===== config.mk =====
export PLATFORM = sky130hd
export DESIGN_NAME = score_tracker
export DESIGN_NICKNAME = d
export VERILOG_FILES = /design/src/rtl/score_pkg.sv /design/src/rtl/score_lane.sv /design/src/rtl/score_tracker.sv
export SDC_FILE = /design/constraint.sdc
export NUM_CORES = 1
export LEC_CHECK = 0
export BUFFER_PORTS_ARGS = -buffer_cell sky130_fd_sc_hd__buf_2
export CAP_MARGIN = 0
export CORE_ASPECT_RATIO = 0.75
export CORE_MARGIN = 2
export CORE_UTILIZATION = 50
export DETAILED_ROUTE_END_ITERATION = 7
export GPL_ROUTABILITY_DRIVEN = 0
export GPL_TIMING_DRIVEN = 0
export PLACE_DENSITY_LB_ADDON = 0.12
export SYNTH_ARGS = -nofsm -noshare
export SYNTH_HDL_FRONTEND = slang
export SYNTH_SLANG_ARGS = --single-unit

===== constraint.sdc =====
create_clock -name clk -period 6.2 [get_ports clk]
set_input_delay 0.93 -clock clk [delete_from_list [all_inputs] [get_ports clk]]
set_output_delay 0.93 -clock clk [all_outputs]
set_load 0.005 [all_outputs]

===== src/rtl/score_pkg.sv =====
// Shared types and helpers for the drum-hit scoring engine.
// Grade encoding, multiplier width and the score clamp helper.
package score_pkg;

  typedef enum logic [1:0] {
    GRADE_GREAT = 2'd0,
    GRADE_GOOD  = 2'd1,
    GRADE_MISS  = 2'd2,
    GRADE_RSVD  = 2'd3
  } grade_e;

  localparam int MULT_W = 3;

  // Clamp a sign-extended sum into the signed range of a w-bit score (w <= 31).
  function automatic logic signed [31:0] clamp_score(input logic signed [31:0] val,
                                                     input int w);
    logic signed [31:0] hi;
    logic signed [31:0] lo;
    hi = (32'sd1 <<< (w - 1)) - 32'sd1;
    lo = -(32'sd1 <<< (w - 1));
    if (val > hi) begin
      return hi;
    end else if (val < lo) begin
      return lo;
    end else begin
      return val;
    end
  endfunction

endpackage


===== src/rtl/score_lane.sv =====
// One lane of the scoring engine: saturating score, combo, multiplier and event.
// Max-combo tracking is built only when SCORE_TRACKER_MAXCOMBO_EN is defined.
module score_lane
  import score_pkg::*;
#(
  parameter int SCORE_W    = 16,
  parameter int COMBO_W    = 8,
  parameter int GREAT_PTS  = 3,
  parameter int GOOD_PTS   = 1,
  parameter int MISS_PTS   = 1,
  parameter int COMBO_STEP = 4,
  parameter int MULT_MAX   = 4
) (
  input  logic               clk,
  input  logic               reset,
  input  logic               freeze,
  input  logic               hit_valid,
  input  logic [1:0]         hit_grade,
  output logic [SCORE_W-1:0] score,
  output logic [COMBO_W-1:0] combo,
  output logic [MULT_W-1:0]  mult,
  output logic [COMBO_W-1:0] max_combo,
  output logic               score_evt
);

  grade_e               grade;
  logic                 active;
  int                   pts;
  int                   quot;
  logic signed [SCORE_W:0] sum_w;

  logic [SCORE_W-1:0] score_q, score_d;
  logic [COMBO_W-1:0] combo_q, combo_d;
  logic [MULT_W-1:0]  mult_q, mult_d;
  logic               score_evt_q, score_evt_d;

  // NOTE: every variable gets a default at the top of always_comb so no path leaves it unassigned (no latch).
  always_comb begin
    grade   = grade_e'(hit_grade);
    active  = hit_valid && !freeze && (grade != GRADE_RSVD);
    score_d = score_q;
    combo_d = combo_q;
    pts     = 0;

    // The multiplier applied to this hit comes from the registered combo.
    case (grade)
      GRADE_GREAT: pts = GREAT_PTS * int'(mult_q);
      GRADE_GOOD:  pts = GOOD_PTS * int'(mult_q);
      GRADE_MISS:  pts = -MISS_PTS;
      default:     pts = 0;
    endcase

    sum_w = $signed({score_q[SCORE_W-1], score_q}) + (SCORE_W+1)'(pts);

    if (active) begin
      score_d = SCORE_W'(clamp_score(32'(sum_w), SCORE_W));
      if (grade == GRADE_MISS) begin
        combo_d = '0;
      end else if (combo_q != '1) begin
        combo_d = combo_q + COMBO_W'(1);
      end
    end

    score_evt_d = active && (score_d != score_q);

    // Register the multiplier alongside the combo it is derived from.
    quot = int'(combo_d) / COMBO_STEP;
    if (quot >= MULT_MAX - 1) begin
      mult_d = MULT_W'(MULT_MAX);
    end else begin
      mult_d = MULT_W'(quot + 1);
    end
  end

  // NOTE: sequential state uses non-blocking assignments so every flop samples pre-edge values.
  always_ff @(posedge clk) begin
    if (reset) begin
      score_q     <= '0;
      combo_q     <= '0;
      mult_q      <= MULT_W'(1);
      score_evt_q <= 1'b0;
    end else begin
      score_q     <= score_d;
      combo_q     <= combo_d;
      mult_q      <= mult_d;
      score_evt_q <= score_evt_d;
    end
  end

`ifdef SCORE_TRACKER_MAXCOMBO_EN
  logic [COMBO_W-1:0] max_combo_q, max_combo_d;

  always_comb begin
    max_combo_d = max_combo_q;
    if (combo_d > max_combo_q) begin
      max_combo_d = combo_d;
    end
  end

  always_ff @(posedge clk) begin
    if (reset) begin
      max_combo_q <= '0;
    end else begin
      max_combo_q <= max_combo_d;
    end
  end

  assign max_combo = max_combo_q;
`else
  assign max_combo = '0;
`endif

  assign score     = score_q;
  assign combo     = combo_q;
  assign mult      = mult_q;
  assign score_evt = score_evt_q;

endmodule


===== src/rtl/score_tracker.sv =====
// Multi-lane scoring engine: one score_lane per player, flat bus slicing only.
// Define SCORE_TRACKER_MAXCOMBO_EN to build the per-lane max-combo records.
module score_tracker
  import score_pkg::*;
#(
  parameter int PLAYERS    = 2,
  parameter int SCORE_W    = 16,
  parameter int COMBO_W    = 8,
  parameter int GREAT_PTS  = 3,
  parameter int GOOD_PTS   = 1,
  parameter int MISS_PTS   = 1,
  parameter int COMBO_STEP = 4,
  parameter int MULT_MAX   = 4
) (
  input  logic                       clk,
  input  logic                       reset,
  input  logic                       freeze,
  input  logic [PLAYERS-1:0]         hit_valid,
  input  logic [2*PLAYERS-1:0]       hit_grade,
  output logic [SCORE_W*PLAYERS-1:0] score,
  output logic [COMBO_W*PLAYERS-1:0] combo,
  output logic [MULT_W*PLAYERS-1:0]  mult,
  output logic [COMBO_W*PLAYERS-1:0] max_combo,
  output logic [PLAYERS-1:0]         score_evt
);

  for (genvar i = 0; i < PLAYERS; i++) begin : g_lane
    score_lane #(
      .SCORE_W    (SCORE_W),
      .COMBO_W    (COMBO_W),
      .GREAT_PTS  (GREAT_PTS),
      .GOOD_PTS   (GOOD_PTS),
      .MISS_PTS   (MISS_PTS),
      .COMBO_STEP (COMBO_STEP),
      .MULT_MAX   (MULT_MAX)
    ) u_lane (
      .clk       (clk),
      .reset     (reset),
      .freeze    (freeze),
      .hit_valid (hit_valid[i]),
      .hit_grade (hit_grade[2*i +: 2]),
      .score     (score[SCORE_W*i +: SCORE_W]),
      .combo     (combo[COMBO_W*i +: COMBO_W]),
      .mult      (mult[MULT_W*i +: MULT_W]),
      .max_combo (max_combo[COMBO_W*i +: COMBO_W]),
      .score_evt (score_evt[i])
    );
  end

endmodule

==> qor.txt, run 1 <==
CTS Root Cell: clkbuf_16
top cells by count, synth: nor2_1, dfxtp_1, a21oi_1
PnR worst setup slack: 0.517 ns
peak supply drop: 0.131 mV
Pwr Density: 173 mW/mm^2
M1 GR Usage: 45.9%
synth unique cells: 85
Skew-Pair Late Insertion Delay: 0.30 ns
Vias: 5791
Post-CTS Resized: 0
met2 usage: 37.5%
Worst-path clk slew: 0.08 ns
clock sink count: 56
Ys Warns: 0
crit-path max cell delay: 0.62 ns
global route hottest layer: met1
Req. time, crit path: 6.32 ns
final hold vios: 0
vias in the first global route: 5019
EDFF count, synth: 0
DP Area: 0.00591 mm^2
Die Area: 0.0116 mm^2
critical path's top delay family: compound AO/OA/AOI/OAI gates
fin area: 0.00605 mm^2
first-pass GRT wire length: 26200 um
Core Area: 0.0104 mm^2
setup_tns: 0 ns
dominant cells by area after synthesis: dfxtp_1, ha_1, nor2_1
critical path fanouts, max: 13
TritonCTS clock tree: built
Rel. slew slack: 44.0%
Worst setup SP type: input port
syn avg cell area: 7.61 um^2
Clock Skews: 0.0134 ns
Post-Syn Instances: 707
crit path DAT: 5.81 ns
Layout area overhead: 12.5%
leakage: 2.74 nW
grt met3 use: 7.16%
Hold Crit Class: register to register
CP max stage cell: a2111oi_0
die height: 93.8 um
RSZ-0062 raised after global routing: no
drt first-iter violations: 609
top_reg_cell synth: dfxtp_1
post-synth top area share: 20.8%
Final nets: 843
CTS Buf Count: 5
clock tree buffer depth: 2
DRT antenna net count: 0
Worst-Margin Slew: 0.834 ns
via density per instance: 6.25
Setup Viol. Count Final: 0
CP Class: input port to register
final worst-path cycle share: 91.7%
DRC: 0
Synth async-reset ratio: 0%
Max Fclk: 176 MHz
area of the multi-input gates: 0.00397 mm^2
n_diodes: 0
Starting Density: 51.9%
GRT Total Usage: 28.7%
Layout fillers: 969
Buf/Inv on CP: 3
Sequential cell area: 0.00112 mm^2
post-synthesis sequential area ratio: 20.8%
Yosys reg bits: 56
Post-CTS Setup Inserts: 0
grt total ovfl: 0
Yosys top cell by area: dfxtp_1
Final Critical Period: 5.68 ns
pre-CTS setup slack: 0.518 ns
Slew Viols, Final: 0
most frequent cell after synthesis: nor2_1
# rows: 32
CP cell instances: clkbuf_1 -> nand2b_1 -> inv_1 -> a21o_1 -> ha_1 -> inv_1 -> fa_1 -> nand2b_1 -> a21oi_1 -> o21ai_1 -> nand3_1 -> a21oi_2 -> or3_1 -> a2111oi_0 -> nand4_1 -> a2111oi_1 -> a211oi_1
CTS Hold Bufs: 0
H-tree depth: 2
initial antenna violation count: 0
HPWL Detailed: 13000 um
Util after Layout: 58.4%
drt total wl: 16700 um
outcome: complete, no violations
Final Total Pwr: 1.05 mW
largest net degree at the start of global routing: 19
layout cells sized above 1: 15.6%
maxcap violations: 0
synthesized cell area: 0.00538 mm^2
die width: 124 um
routed len/inst: 18.1 um
# IOs: 81
CP endpoint kind: register
drt first pass iters: 5
# port buffers: 60
-- flip-flops by register name, summed over array words and instances (netlist names) --
name,cells
g_lane.u_lane.score,32
g_lane.u_lane.combo,16
g_lane.u_lane.score_evt,2
g_lane.u_lane.mult,6
-- path summary, 6_finish.rpt --
kind	slack, ns	start	end	cells past startpoint
max	0.52	hit_grade[3]	g_lane[1].u_lane.score_evt	17
min	0.54	g_lane[1].u_lane.score[7]	g_lane[1].u_lane.score[7]	2
max reg2reg	1.15	g_lane[1].u_lane.mult[1]	g_lane[1].u_lane.score_evt	15
min reg2reg	0.54	g_lane[1].u_lane.score[7]	g_lane[1].u_lane.score[7]	2
-- worst register-to-register path, cell delays in order, from the launching register on --
cell,delay [ns]
dfxtp_1,0.48
ha_1,0.25
fa_1,0.43
nor3_1,0.22
a21oi_1,0.13
ha_1,0.39
nand2b_1,0.10
a21oi_1,0.51
o21ai_1,0.31
nand3_1,0.21
a21oi_2,0.09
or3_1,0.41
a2111oi_0,0.62
nand4_1,0.17
a2111oi_1,0.40
a211oi_1,0.19
-- power by group --
part	switching (mW)	total (mW)	internal [mW]
Sequential	0.0278	0.403	0.376
Combinational	0.213	0.350	0.138
Clock	0.142	0.293	0.151
-- logic make-up after synthesis --
kind of cell	share of synthesized area, %
buf+inv	6.39
mux	0.814
xor+xnor	5.70
flops	20.8
other cells	0.0697
simple gates	26.4
compound gates	28.6
fa+ha+maj	11.2
-- layout make-up --
type | instances | area share [%]
plain buffers | 45 | 4.20
clock buffers | 5 | 2.07
clock inverters | 3 | 0.351
inverters | 24 | 1.49
multi-input cells | 597 | 65.6
flip-flops and latches | 56 | 18.5
well taps | 136 | 2.81
repair buffers | 60 | 4.96
-- cells in the final DEF, fill, tap and decap left out, types with 10 or more instances in the layout --
master	count
nor2_1	102
buf_2	68
dfxtp_1	56
a21oi_1	48
ha_1	41
nand2_1	36
nor3_1	34
o21ai_0	33
inv_1	24
nand3_1	21
xnor2_1	21
a211oi_1	20
clkbuf_1	18
buf_4	18
conb_1	16
a21o_1	15
nand2b_1	14
xor2_1	14
a31oi_1	12
nand4_1	11
nor2b_1	10
and3_1	10
-- metrics by stage --
| stage | instances | hold slack [ns] |
|---|---|---|
| after floorplan | 722 | 0.504 |
| after global placement | 918 | 0.521 |
| after detailed placement | 918 | 0.524 |
| after CTS | 926 | 0.536 |
| after global routing | 926 | 0.568 |
| final | 926 | 0.537 |
-- per-layer routing --
layer,wire length [um],vias to the layer above
li1,-,2770
met3,2130,16
met1,8160,2651
met5,0,-
met2,6310,354
met4,146,0
No activity file was read; power rests on OpenSTA's default activity.
==> run 2: changes to the inputs <==
--- a/config.mk
+++ b/config.mk
@@ -9,10 +9,10 @@
 export CAP_MARGIN = 0
 export CORE_ASPECT_RATIO = 0.75
 export CORE_MARGIN = 2
-export CORE_UTILIZATION = 50
+export CORE_UTILIZATION = 59
+export CTS_CLUSTER_SIZE = 8
 export DETAILED_ROUTE_END_ITERATION = 7
 export GPL_ROUTABILITY_DRIVEN = 0
-export GPL_TIMING_DRIVEN = 0
 export PLACE_DENSITY_LB_ADDON = 0.12
 export SYNTH_ARGS = -nofsm -noshare
 export SYNTH_HDL_FRONTEND = slang
==> run 2 against run 1 <==
Combinational power shrank 2%. Die area shrank 15%. Critical path depth is the same. Clock power grew 5%. Flip-flop and latch count is the same. Sequential share of layout area grew 0.73 points. Sequential power is essentially flat. Fmax grew 13%. Largest cell class unchanged.
==> qor.txt, run 2 (synthesized netlist as in run 1, its figures left out) <==
CTS Root Cell: clkbuf_16
drt total wl: 16500 um
Post-CTS Setup Inserts: 0
Logic pwr share: 32.4%
die width: 114 um
DRC: 0
CP Class: input port to register
Vias: 5734
Cell Int Power: 0.666 mW
initial antenna violation count: 1
DRT antenna net count: 0
RSZ-0062 raised after global routing: no
PnR worst setup slack: 1.15 ns
final worst-path cycle share: 81.4%
crit path DAT: 5.19 ns
Layout fillers: 820
Hold Crit Class: register to register
vias in the first global route: 4819
routed len/inst: 19.1 um
most common cell after layout, fill and taps aside: nor2_1
die height: 86.7 um
critical path fanouts, max: 13
drt first-iter violations: 710
Layout area overhead: 8.23%
# port buffers: 64
Final Critical Period: 5.05 ns
via density per instance: 6.64
maxcap violations: 0
Req. time, crit path: 6.34 ns
Final nets: 805
CTS Hold Bufs: 0
setup_tns: 0 ns
R2R Setup Slk: 1.32 ns
Final Total Pwr: 1.06 mW
layout cells sized above 1: 13.8%
reg2reg end: g_lane[0].u_lane.score_evt
Critical R2R Launch: g_lane[0].u_lane.mult[1]
pre-CTS setup slack: 0.977 ns
Setup Viol. Count Final: 0
GRT Total Usage: 33.0%
TritonCTS clock tree: built
# rows: 30
Core Area: 0.00897 mm^2
Rel. slew slack: 28.6%
Clock Skews: 0.0153 ns
leakage: 2.61 nW
Starting Density: 60.0%
most frequent cells in the layout: nor2_1, buf_2, dfxtp_1
first-pass GRT wire length: 26000 um
Slew Viols, Final: 0
clock tree buffer depth: 2
# IOs: 81
Switching Share: 37.0%
n_diodes: 0
peak supply drop: 0.0964 mV
Worst setup SP type: input port
Post-CTS Resized: 0
Worst-Margin Slew: 1.07 ns
largest net degree at the start of global routing: 55
Clk network pwr share: 29.2%
drt first pass iters: 5
Hold Path End: g_lane[0].u_lane.score[4]
grt total ovfl: 0
outcome: complete, no violations
Largest register FFs: 32
sequential cell fraction of total power: 38.4%
Die Area: 0.00991 mm^2
final hold vios: 0
Worst R2R Path Depth: 16
Max Fclk: 198 MHz
H-tree depth: 2
Pwr Density: 181 mW/mm^2
Worst-path clk slew: 0.08 ns
final hold slack: 0.539 ns
Skew-Pair Late Insertion Delay: 0.31 ns
Switching Power: 0.391 mW
CTS Buf Count: 5
HPWL Detailed: 12400 um
Hold Crit Depth: 2
worst min-delay path startpoint: g_lane[0].u_lane.score[4]
clock sink count: 56
CP endpoint kind: register
==> run 2: cell types whose count changed in the layout (fill, tap and decap cells not counted) <==
cell,before,now
a21oi_2,1,2
buf_2,68,64
clkbuf_8,0,1
a21oi_1,48,47
buf_4,18,3
inv_6,1,0
clkinvlp_4,1,2
clkbuf_1,18,0
buf_6,1,0
clkinv_2,1,0
==> run 2: power groups by stage <==
| stage | Clock [mW] | Sequential (mW) | Combinational (mW) |
|---|---|---|---|
| after global routing | 0.323 | 0.407 | 0.372 |
| final | 0.309 | 0.406 | 0.342 |
| after detailed placement | 0 | 0.412 | 0.328 |
| after floorplan | 0 | 0.403 | 0.253 |
| after CTS | 0.307 | 0.404 | 0.330 |
| after global placement | 0 | 0.412 | 0.323 |
==> run 2: final cells by class <==
| class | count | area, um^2 | area share [%] |
|---|---|---|---|
| Inverter | 24 | 90.1 | 1.55 |
| Tap cell | 112 | 140 | 2.41 |
| Timing Repair Buffer | 67 | 343 | 5.89 |
| Clock inverter | 2 | 15.0 | 0.258 |
| Sequential cell | 56 | 1120 | 19.2 |
| Clock buffer | 6 | 139 | 2.38 |
| Multi-Input combinational cell | 597 | 3980 | 68.3 |
==> run 2: worst max-delay path, stage by stage <==
cell       delay [ns]
buf_2            0.15
nand2b_1         0.23
inv_1            0.43
a21o_1           0.14
ha_1             0.17
inv_1            0.06
fa_1             0.40
nand2b_1         0.18
a21oi_1          0.44
o21ai_1          0.22
nand3_1          0.16
a21o_1           0.26
nand2_1          0.22
a2111oi_0        0.45
nand4_1          0.15
a2111oi_1        0.44
a211oi_1         0.13
==> run 2: stage by stage <==
step	util [%]	area, um^2	cells
floorplan	-	5440	722
CTS	64.9	5820	864
detailed placement	63.2	5670	856
finish	64.9	5820	864
global route	64.9	5820	864
global placement	63.2	5670	856
==> run 2: per-layer routing <==
metal  global-route usage [%]  wire, um  vias up
met5                        0        13        -
met1                     53.7      7810     2658
li1                         -         -     2685
met4                     6.10       268        2
met2                     42.2      6210      354
met3                     8.95      2170       35
==> run 2: how the worst max path moves through the flow <==
stage | startpoint | end | slack, ns | depth (start not counted)
after floorplan | hit_grade[2] | g_lane[1].u_lane.score_evt | 1.66 | 17
after global placement | hit_grade[2] | g_lane[1].u_lane.score_evt | 1.13 | 14
after detailed placement | hit_grade[2] | g_lane[1].u_lane.score_evt | 0.98 | 17
after CTS | hit_grade[2] | g_lane[1].u_lane.score_evt | 1.28 | 17
after global routing | hit_grade[2] | g_lane[1].u_lane.score_evt | 0.81 | 17
final | hit_grade[2] | g_lane[1].u_lane.score_evt | 1.15 | 17
==> run 3: changes to the inputs <==
--- a/config.mk
+++ b/config.mk
@@ -9,7 +9,7 @@
 export CAP_MARGIN = 0
 export CORE_ASPECT_RATIO = 0.75
 export CORE_MARGIN = 2
-export CORE_UTILIZATION = 59
+export CORE_UTILIZATION = 53
 export CTS_CLUSTER_SIZE = 8
 export DETAILED_ROUTE_END_ITERATION = 7
 export GPL_ROUTABILITY_DRIVEN = 0
==> constraint.sdc (replaced) <==
create_clock -name clk -period 4.3 [get_ports clk]
set_input_delay 0.645 -clock clk [delete_from_list [all_inputs] [get_ports clk]]
set_output_delay 0.645 -clock clk [all_outputs]
set_load 0.005 [all_outputs]
==> run 3 against run 2 <==
The flow now finishes with violations (setup timing). Clock-buffer cell count is 1 lower. Final cell count is 13% higher. Design area is 16% higher. Flip-flop and latch count stayed put. Global-route usage is 2.0 points lower. Critical path type is now register to register. Largest cell class unchanged. Largest power group is now combinational logic.
==> qor.txt, run 3 (synthesized netlist as in run 1, its figures left out) <==
vias in the first global route: 5513
initial antenna violation count: 0
# rows: 31
Switching Power: 0.584 mW
via density per instance: 6.27
n_diodes: 0
CTS Buf Count: 5
pre-CTS setup slack: -0.290 ns
sequential cell fraction of total power: 36.3%
Slew Viols, Final: 0
drt first-iter violations: 636
# IOs: 81
Final Critical Period: 4.31 ns
grt total ovfl: 0
Worst setup SP type: register
CP endpoint kind: register
Layout area overhead: 26.1%
Cell Int Power: 1.02 mW
most common cell after layout, fill and taps aside: nor2_1
routed len/inst: 17.8 um
Util after Layout: 69.4%
Clock Skews: 0.00350 ns
Worst-Margin Slew: 1.07 ns
Clk network pwr share: 26.3%
RSZ-0062 raised after global routing: yes
drt total wl: 17400 um
final worst-path cycle share: 100%
die height: 91.3 um
maxcap violations: 0
# port buffers: 64
TritonCTS clock tree: built
Setup Viol. Count Final: 1
CTS Root Cell: clkbuf_16
most frequent cells in the layout: nor2_1, buf_4, buf_2
Skew-Pair Late Insertion Delay: 0.30 ns
final hold vios: 0
Worst-path clk slew: 0.08 ns
outcome: finished, violations left
Hold Crit Depth: 2
DRT antenna net count: 0
Req. time, crit path: 4.49 ns
Logic pwr share: 37.4%
layout cells sized above 1: 27.1%
Core Area: 0.00977 mm^2
first-pass GRT wire length: 27700 um
Die Area: 0.0110 mm^2
PnR worst setup slack: -0.00805 ns
Switching Share: 36.4%
Max Fclk: 232 MHz
drt first pass iters: 5
Worst R2R Path Depth: 17
crit path DAT: 4.50 ns
Layout fillers: 831
clock tree buffer depth: 2
Pwr Density: 237 mW/mm^2
GRT Total Usage: 31.0%
largest net degree at the start of global routing: 55
DP Area: 0.00627 mm^2
Vias: 6109
peak supply drop: 0.170 mV
Starting Density: 55.1%
leakage: 3.08 nW
Largest register FFs: 32
HPWL Detailed: 13000 um
clock sink count: 56
die width: 120 um
CTS Hold Bufs: 0
critical path fanouts, max: 7
failing checks: setup timing
DRC: 0
Final nets: 895
Rel. slew slack: 29.0%
fin area: 0.00678 mm^2
Hold Crit Class: register to register
H-tree depth: 2
CP Class: register to register
-- run 3: power groups by stage --
stage / Combinational (mW) / Sequential, mW / Clock, mW
2_1_floorplan: 0.365 / 0.582 / 0
3_3_place_gp: 0.522 / 0.592 / 0
3_5_place_dp: 0.533 / 0.593 / 0
4_1_cts: 0.557 / 0.581 / 0.429
5_1_grt: 0.653 / 0.586 / 0.451
6_report: 0.601 / 0.583 / 0.422
-- run 3: through the flow --
| stage | total power [mW] | hold WS (ns) | cells | TNS (ns) |
|---|---|---|---|---|
| 2_1_floorplan | 0.947 | 0.504 | 722 | 0 |
| 3_3_place_gp | 1.11 | 0.531 | 953 | -0.253 |
| 3_5_place_dp | 1.13 | 0.527 | 953 | -0.554 |
| 4_1_cts | 1.57 | 0.542 | 965 | -0.00154 |
| 5_1_grt | 1.69 | 0.577 | 974 | -0.158 |
| 6_report | 1.61 | 0.545 | 974 | -0.00805 |
-- run 3: metal layers --
layer	track usage (%)	vias up	part of all wire (%)	wire length, um
met2	45.3	353	42	7320
li1	-	2865	-	-
met1	46.4	2857	46	7980
met4	5.91	0	1.3	233
met3	7.35	34	11	1860
met5	0	-	0	0
-- run 3: final cells by class --
cell class	count	area, um^2	share of cell area, %
Multi-Input combinational cell	597	4210	62.0
Sequential cell	56	1130	16.7
Timing Repair Buffer	157	1040	15.3
Tap cell	132	165	2.43
Clock buffer	5	125	1.84
Inverter	24	93.8	1.38
Clock inverter	3	23.8	0.350
-- run 3: final timing paths --
| kind | from | endpoint | slack [ns] |
|---|---|---|---|
| setup reg to reg | g_lane[0].u_lane.mult[1] | g_lane[0].u_lane.score_evt | -0.008 |
| hold reg to reg | g_lane[1].u_lane.score[7] | g_lane[1].u_lane.score[7] | 0.54 |
| hold / removal | g_lane[1].u_lane.score[7] | g_lane[1].u_lane.score[7] | 0.54 |
| setup / recovery | g_lane[0].u_lane.mult[1] | g_lane[0].u_lane.score_evt | -0.008 |
-- run 3: timing repair --
| item | CTS | global route |
|---|---|---|
| pin swaps | 7 | 23 |
| buffers inserted | 4 | 9 |
| gates resized for setup | 17 | 32 |
| setup endpoints to repair | 2 | 2 |
-- run 3: worst max-delay path, cell delays in order, from the launching register on --
cell and delay [ns]:
dfxtp_4 0.37, buf_12 0.13, fa_2 0.38, xor2_1 0.16, nor2_1 0.12, nor2_1 0.06, ha_1 0.35, a21o_1 0.17
a21o_1 0.19, a211o_4 0.39, a211o_1 0.36, a2bb2oi_4 0.30, buf_6 0.15, a311oi_2 0.05, mux2_4 0.38, a2111oi_4 0.19
nand4_1 0.14, o31a_1 0.31
